===== src/rtl/vc_timer.sv =====
// Memory-mapped 16-bit timer: prescaler, COUNT/COMPARE match with reload, sticky PEND and level IRQ.
// Define VC_TIMER_WDOG_EN to compile in the watchdog (WDLOAD/WDKICK registers, wdog_reset pulse).
module vc_timer (
   input  logic        clk,
   input  logic        reset,
   input  logic [3:0]  io_addr,
   input  logic        io_write,
   input  logic        io_read,
   input  logic [15:0] io_wdata,
   output logic [15:0] io_rdata,
   output logic        interrupt,
   output logic        wdog_reset
);

   localparam int unsigned DATA_W = 16;
   localparam int unsigned PSC_W  = 4;

   localparam logic [3:0] A_COUNT   = 4'd0;
   localparam logic [3:0] A_COMPARE = 4'd1;
   localparam logic [3:0] A_CTRL    = 4'd2;
   localparam logic [3:0] A_STATUS  = 4'd3;

   logic [DATA_W-1:0] count_q, count_d;
   logic [DATA_W-1:0] compare_q, compare_d;
   logic [DATA_W-1:0] presc_q, presc_d;
   logic [PSC_W-1:0]  psc_q, psc_d;
   logic              en_q, en_d;
   logic              reload_q, reload_d;
   logic              ie_q, ie_d;
   logic              pend_q, pend_d;
   logic              irq_q, irq_d;

   logic [DATA_W-1:0] psc_mask;
   logic [DATA_W-1:0] rdata;
   logic              tick;
   logic              match;
   logic              count_wr, compare_wr, ctrl_wr, status_wr;

   assign count_wr   = io_write && (io_addr == A_COUNT);
   assign compare_wr = io_write && (io_addr == A_COMPARE);
   assign ctrl_wr    = io_write && (io_addr == A_CTRL);
   assign status_wr  = io_write && (io_addr == A_STATUS);

   // Tick when the low PSC bits of the prescaler are all ones (PSC=0 gives an empty mask).
   assign psc_mask = DATA_W'((32'd1 << psc_q) - 32'd1);
   assign tick     = (presc_q & psc_mask) == psc_mask;

   // A COUNT write in the same cycle suppresses both increment and match.
   assign match = tick && en_q && !count_wr && (count_q == compare_q);

   always_comb begin
      presc_d   = presc_q + DATA_W'(1);
      count_d   = count_q;
      compare_d = compare_q;
      psc_d     = psc_q;
      en_d      = en_q;
      reload_d  = reload_q;
      ie_d      = ie_q;
      pend_d    = pend_q;

      if (ctrl_wr) begin
         en_d     = io_wdata[0];
         reload_d = io_wdata[1];
         ie_d     = io_wdata[2];
         psc_d    = io_wdata[7:4];
         if (io_wdata[7:4] != psc_q) begin
            presc_d = '0;
         end
      end

      if (compare_wr) begin
         compare_d = io_wdata;
      end

      if (count_wr) begin
         count_d = io_wdata;
      end else if (tick && en_q) begin
         if (match && reload_q) begin
            count_d = '0;
         end else begin
            count_d = count_q + DATA_W'(1);
         end
      end

      // Clear first so that a coincident match set takes priority.
      if (status_wr && io_wdata[0]) begin
         pend_d = 1'b0;
      end
      if (match) begin
         pend_d = 1'b1;
      end

      irq_d = pend_d & ie_d;
   end

   always_ff @(posedge clk) begin
      if (reset) begin
         count_q   <= '0;
         compare_q <= '1;
         presc_q   <= '0;
         psc_q     <= '0;
         en_q      <= 1'b0;
         reload_q  <= 1'b0;
         ie_q      <= 1'b0;
         pend_q    <= 1'b0;
         irq_q     <= 1'b0;
      end else begin
         count_q   <= count_d;
         compare_q <= compare_d;
         presc_q   <= presc_d;
         psc_q     <= psc_d;
         en_q      <= en_d;
         reload_q  <= reload_d;
         ie_q      <= ie_d;
         pend_q    <= pend_d;
         irq_q     <= irq_d;
      end
   end

   assign interrupt = irq_q;

`ifdef VC_TIMER_WDOG_EN
   localparam logic [3:0]        A_WDLOAD = 4'd4;
   localparam logic [3:0]        A_WDKICK = 4'd5;
   localparam logic [DATA_W-1:0] KICK_KEY = 16'h5A5A;

   logic [DATA_W-1:0] wd_load_q, wd_load_d;
   logic [DATA_W-1:0] wd_cnt_q, wd_cnt_d;
   logic              wd_en_q, wd_en_d;
   logic              wdog_q, wdog_d;
   logic              wdload_wr, wdkick_wr;

   assign wdload_wr = io_write && (io_addr == A_WDLOAD);
   assign wdkick_wr = io_write && (io_addr == A_WDKICK);

   // Load beats kick beats tick; expiry reloads the counter and pulses for one cycle.
   always_comb begin
      wd_load_d = wd_load_q;
      wd_cnt_d  = wd_cnt_q;
      wd_en_d   = wd_en_q;
      wdog_d    = 1'b0;
      if (wdload_wr && (io_wdata != '0)) begin
         wd_load_d = io_wdata;
         wd_cnt_d  = io_wdata;
         wd_en_d   = 1'b1;
      end else if (wdkick_wr && (io_wdata == KICK_KEY)) begin
         wd_cnt_d = wd_load_q;
      end else if (wd_en_q && tick) begin
         if (wd_cnt_q == DATA_W'(1)) begin
            wdog_d   = 1'b1;
            wd_cnt_d = wd_load_q;
         end else if (wd_cnt_q != '0) begin
            wd_cnt_d = wd_cnt_q - DATA_W'(1);
         end
      end
   end

   always_ff @(posedge clk) begin
      if (reset) begin
         wd_load_q <= '0;
         wd_cnt_q  <= '0;
         wd_en_q   <= 1'b0;
         wdog_q    <= 1'b0;
      end else begin
         wd_load_q <= wd_load_d;
         wd_cnt_q  <= wd_cnt_d;
         wd_en_q   <= wd_en_d;
         wdog_q    <= wdog_d;
      end
   end

   assign wdog_reset = wdog_q;
`else
   assign wdog_reset = 1'b0;
`endif

   always_comb begin
      rdata = '0;
      case (io_addr)
         A_COUNT:   rdata = count_q;
         A_COMPARE: rdata = compare_q;
         A_CTRL:    rdata = {8'h00, psc_q, 1'b0, ie_q, reload_q, en_q};
         A_STATUS:  rdata = {15'h0000, pend_q};
`ifdef VC_TIMER_WDOG_EN
         A_WDLOAD:  rdata = wd_load_q;
`endif
         default:   rdata = '0;
      endcase
   end

   // Read data is qualified by the read strobe; reading never changes state.
   assign io_rdata = io_read ? rdata : '0;

endmodule


===== config.mk =====
export PLATFORM = sky130hd
export DESIGN_NAME = vc_timer
export DESIGN_NICKNAME = d
export VERILOG_FILES = /design/src/rtl/vc_timer.sv
export SDC_FILE = /design/constraint.sdc
export NUM_CORES = 1
export LEC_CHECK = 0
export BUFFER_PORTS_ARGS = -buffer_cell sky130_fd_sc_hd__buf_2
export CAP_MARGIN = 0
export CORE_UTILIZATION = 50
export CTS_CLUSTER_DIAMETER = 30
export DETAILED_ROUTE_END_ITERATION = 10
export PLACE_DENSITY_LB_ADDON = 0.3
export REMOVE_ABC_BUFFERS = 1
export SYNTH_ARGS = -nofsm -noshare
export SYNTH_HDL_FRONTEND = slang
export SYNTH_SLANG_ARGS = --single-unit

===== constraint.sdc =====
create_clock -name clk -period 3.79 [get_ports clk]
set_clock_uncertainty 0.05 [all_clocks]
set_input_delay 0.379 -clock clk [delete_from_list [all_inputs] [get_ports clk]]
set_output_delay 0.379 -clock clk [all_outputs]
set_load 0.01 [all_outputs]

==> results.tsv <==
stage	metric	value	unit
drt	drt wl/cell	17.64	um
setup_path	setup slack, reg-to-reg	0.49	ns
place	IO buf count	40	
cells_and_area	share of layout cells above drive strength 1	0.1488	
pwr	pwr/cell area	270.3	nW/um2
clock_network	# H-tree levels	2	
drt	total wire length	10.23	mm
clock_network	Reg clk slew, reported paths	0.10	ns
drt	via count	3713	
clock_network	CTS tree	built	
setup_path	Max FO, Critical Path	16	
cells_and_area	most frequent cells in the layout	dfxtp_1 (56), nor2_1 (47), nand2_1 (47), buf_2 (40)	
drt	DR WL met2	4.785	mm
floorplanning	Cell Rows	30	
pwr	VDD IR max	150.6	uV
floorplanning	Ports	42	
logic_synthesis	Post-synth ARST share	0	
setup_path	cell family with most CP delay	simple AND/OR/NAND/NOR gates	
flow_run	maxcap violations	0	
logic_synthesis	mapped cell area	3691	um2
pwr	Leak Pwr	1.349	nW
global_routing	first-pass GRT wire length	16.87	mm
logic_synthesis	cell taking the most area after synthesis	dfxtp_1	
global_routing	vias in the first global route	3429	
floorplanning	Die Span X	87.92	um
place	hpwl dp	7.008	mm
sta	RSZ-0062 raised after global routing	no	
min_path	HP Class	in2reg	
cells_and_area	fill count	650	
logic_synthesis	Post-synth EDFFs	0	
global_routing	initial antenna violation count	0	
sta	Period minus WS final	3.304	ns
logic_synthesis	area fraction of the dominant cell type after synthesis	0.3037	
cells_and_area	Storage cell area	1121	um2
drt	antenna-violating nets left	0	
global_routing	largest net degree at the start of global routing	40	
logic_synthesis	Syn Inst Count	468	
cells_and_area	area of the multi-input gates	2330	um2
cells_and_area	ANT cells	0	
sta	max-slew violations	0	
pwr	Pwr Total	0.001070	W
clock_network	clk_lat worst skew	0.31	ns
place	Final GP Congestion	0.9059	
cells_and_area	Nets	513	
logic_synthesis	sequential fraction of the synthesis area	0.3037	
setup_path	WP buf/inv	1	
floorplanning	die height	87.92	um
drt	DR top layer	met4	
clock_network	worst-case clock buffer depth	2	
setup_path	endpoint type of the worst setup path	flip-flop	
logic_synthesis	Avg Inst Size Synth	7.887	um2
logic_synthesis	yosys warns	0	
logic_synthesis	Yosys cell types	58	
min_path	worst hold stages	3	
setup_path	CP peak stage delay	0.55	ns
clock_network	# Post-CTS Setup Buffers	0	
setup_path	worst path cell trace	nor2_1, nand3b_1, ha_1, or3_1, a211o_1, and4_1, nand2_1, buf_4, a2111oi_4, o211ai_1	
global_routing	Tot GR Track Use	0.2772	
min_path	hold path endpoint	count_q[15]$_SDFFE_PP0P_	
sta	fmax	302.7	MHz
drt	drt drc	0	
logic_synthesis	dominant synthesized flop cell	dfxtp_1	
clock_network	hold buffer count at CTS	0	
setup_path	CP arrival	3.48	ns
sta	worst slew pin tran	0.8102	ns
sta	Fin Setup TNS	0	ns
floorplanning	Initial Utilization	0.5315	
setup_path	Slowest cell on crit path	nand2_1	
min_path	critical hold path startpoint	io_wdata[15]	
sta	Final period util	0.8718	
drt	DRC marker count from the first detailed-route iteration	347	
setup_path	depth of the worst register-to-register path	10	
logic_synthesis	FF+latch count, synth	56	
logic_synthesis	synth top area cells	dfxtp_1 (30%), xnor2_1 (5.0%), nor2_1 (4.9%)	
place	Inst Count DP	575	
setup_path	R2R Path End	count_q[3]$_SDFFE_PP0P_	
setup_path	critical path launch point type	flip-flop	
sta	# setup viols final	0	
floorplanning	Core Region	6944	um2
sta	hold slack	0.2430	ns
setup_path	CP Class	reg2reg	
global_routing	final global-route overflow total	0	
drt	drt via density	6.402	
drt	Pre-Repair DR Iteration Count	6	
cells_and_area	fin cells	580	
clock_network	Num Clock Sinks	56	
setup_path	worst r2r src	psc_q[1]$_SDFFE_PP0P_	
clock_network	post-cts resize count	0	
cells_and_area	Area Overhead vs Synth	7.288	%
run_status	outcome	finished clean	
cells_and_area	most common cell after layout, fill and taps aside	dfxtp_1	
drt	WL met3	619	um
setup_path	Req. time, crit path	3.97	ns
drt	Metal-1 WL	4.613	mm
clock_network	CTS root buffer	clkbuf_8	
clock_network	CTS Buf Count	5	
sta	Slew headroom	0.4586	
sta	Fin. Hold Viols	0	
floorplanning	die area	7730	um2
[per-stage QoR]
| stage | setup slack [ns] | util | area [um2] |
|---|---|---|---|
| 2_1_floorplan | 0.5102 | - | 3465 |
| 3_3_place_gp | 0.7187 | 0.5604 | 3891 |
| 3_5_place_dp | 0.5337 | 0.5604 | 3891 |
| 4_1_cts | 0.5098 | 0.5703 | 3960 |
| 5_1_grt | 0.1990 | 0.5703 | 3960 |
| 6_report | 0.4860 | 0.5703 | 3960 |
[report_power, final]
part | switching (W) | internal (W) | total [W]
clock | 0.000186 | 0.000120 | 0.000306
combinational | 0.0000911 | 0.0000506 | 0.000142
sequential | 0.0000215 | 0.000601 | 0.000623
total | 0.000299 | 0.000772 | 0.00107
[metal layers]
layer | up-vias | track usage
met5 | - | 0
met4 | 0 | 0.1028
met3 | 25 | 0.04147
met2 | 157 | 0.4496
met1 | 1755 | 0.3720
li1 | 1776 | -
[worst max-delay path by stage]
stage,startpoint,cells past startpoint,endpoint
2_1_floorplan,io_addr[1],5,count_q[11]$_SDFFE_PP0P_
4_1_cts,psc_q[1]$_SDFFE_PP0P_,10,count_q[3]$_SDFFE_PP0P_
6_report,psc_q[1]$_SDFFE_PP0P_,10,count_q[3]$_SDFFE_PP0P_
5_1_grt,psc_q[1]$_SDFFE_PP0P_,9,count_q[15]$_SDFFE_PP0P_
3_3_place_gp,psc_q[1]$_SDFFE_PP0P_,10,count_q[4]$_SDFFE_PP0P_
3_5_place_dp,psc_q[1]$_SDFFE_PP0P_,10,count_q[3]$_SDFFE_PP0P_
[registers in the layout (all words and copies together), names as in the netlist]
signal	flops
ie_q	1
reload_q	1
presc_q	15
interrupt	1
psc_q	4
pend_q	1
en_q	1
count_q	16
compare_q	16
[tightest hold or removal path, cell delays in order]
cell and delay, ns:
buf_2 0.09, nand2_1 0.04, o211ai_1 0.06
[cells in the mapped netlist, types with 2 or more instances]
cell / n
o221ai_1: 3
nor3_1: 8
a211o_1: 17
nor4_1: 6
nand4_1: 22
o41ai_2: 3
clkbuf_1: 27
xnor2_1: 21
a2111oi_0: 3
o21bai_1: 4
or3_1: 5
nor3b_1: 2
a21boi_0: 2
and3_1: 18
nor2_1: 48
buf_6: 3
nand2b_1: 6
a2111oi_2: 3
mux2i_1: 2
buf_2: 4
a22oi_1: 16
and4_1: 3
a31oi_1: 6
and2_1: 5
nand3b_1: 2
o31ai_1: 5
dfxtp_1: 56
xor2_1: 8
o211ai_1: 7
buf_4: 3
inv_1: 5
nand2_1: 47
nor2b_1: 4
a311oi_1: 7
clkbuf_4: 2
o21ai_0: 10
a32oi_1: 2
nand3_1: 24
ha_1: 3
o41ai_1: 5
a21oi_1: 24
[area by class of cell]
cell class	count	share of cell area
timing repair buffer	53	0.07520
inverter	6	0.005687
clock buffer	5	0.01738
sequential	56	0.2831
multi-input combinational	364	0.5883
tap	96	0.03033
[logic make-up (layout without fill, tap and decap cells)]
kind of cell,Yosys count,count (layout),synth area share
AOI/OAI and AO/OA,122,122,0.2556
xor gates and xnor gates,29,29,0.06882
DFF,56,56,0.3037
other,1,1,0.001016
muxes,2,2,0.005424
adders and majority gates,4,4,0.01322
and+or+nand+nor,206,206,0.2847
buffers and inverters,48,64,0.06746
Note: power is estimated with default switching activity, not from simulation.
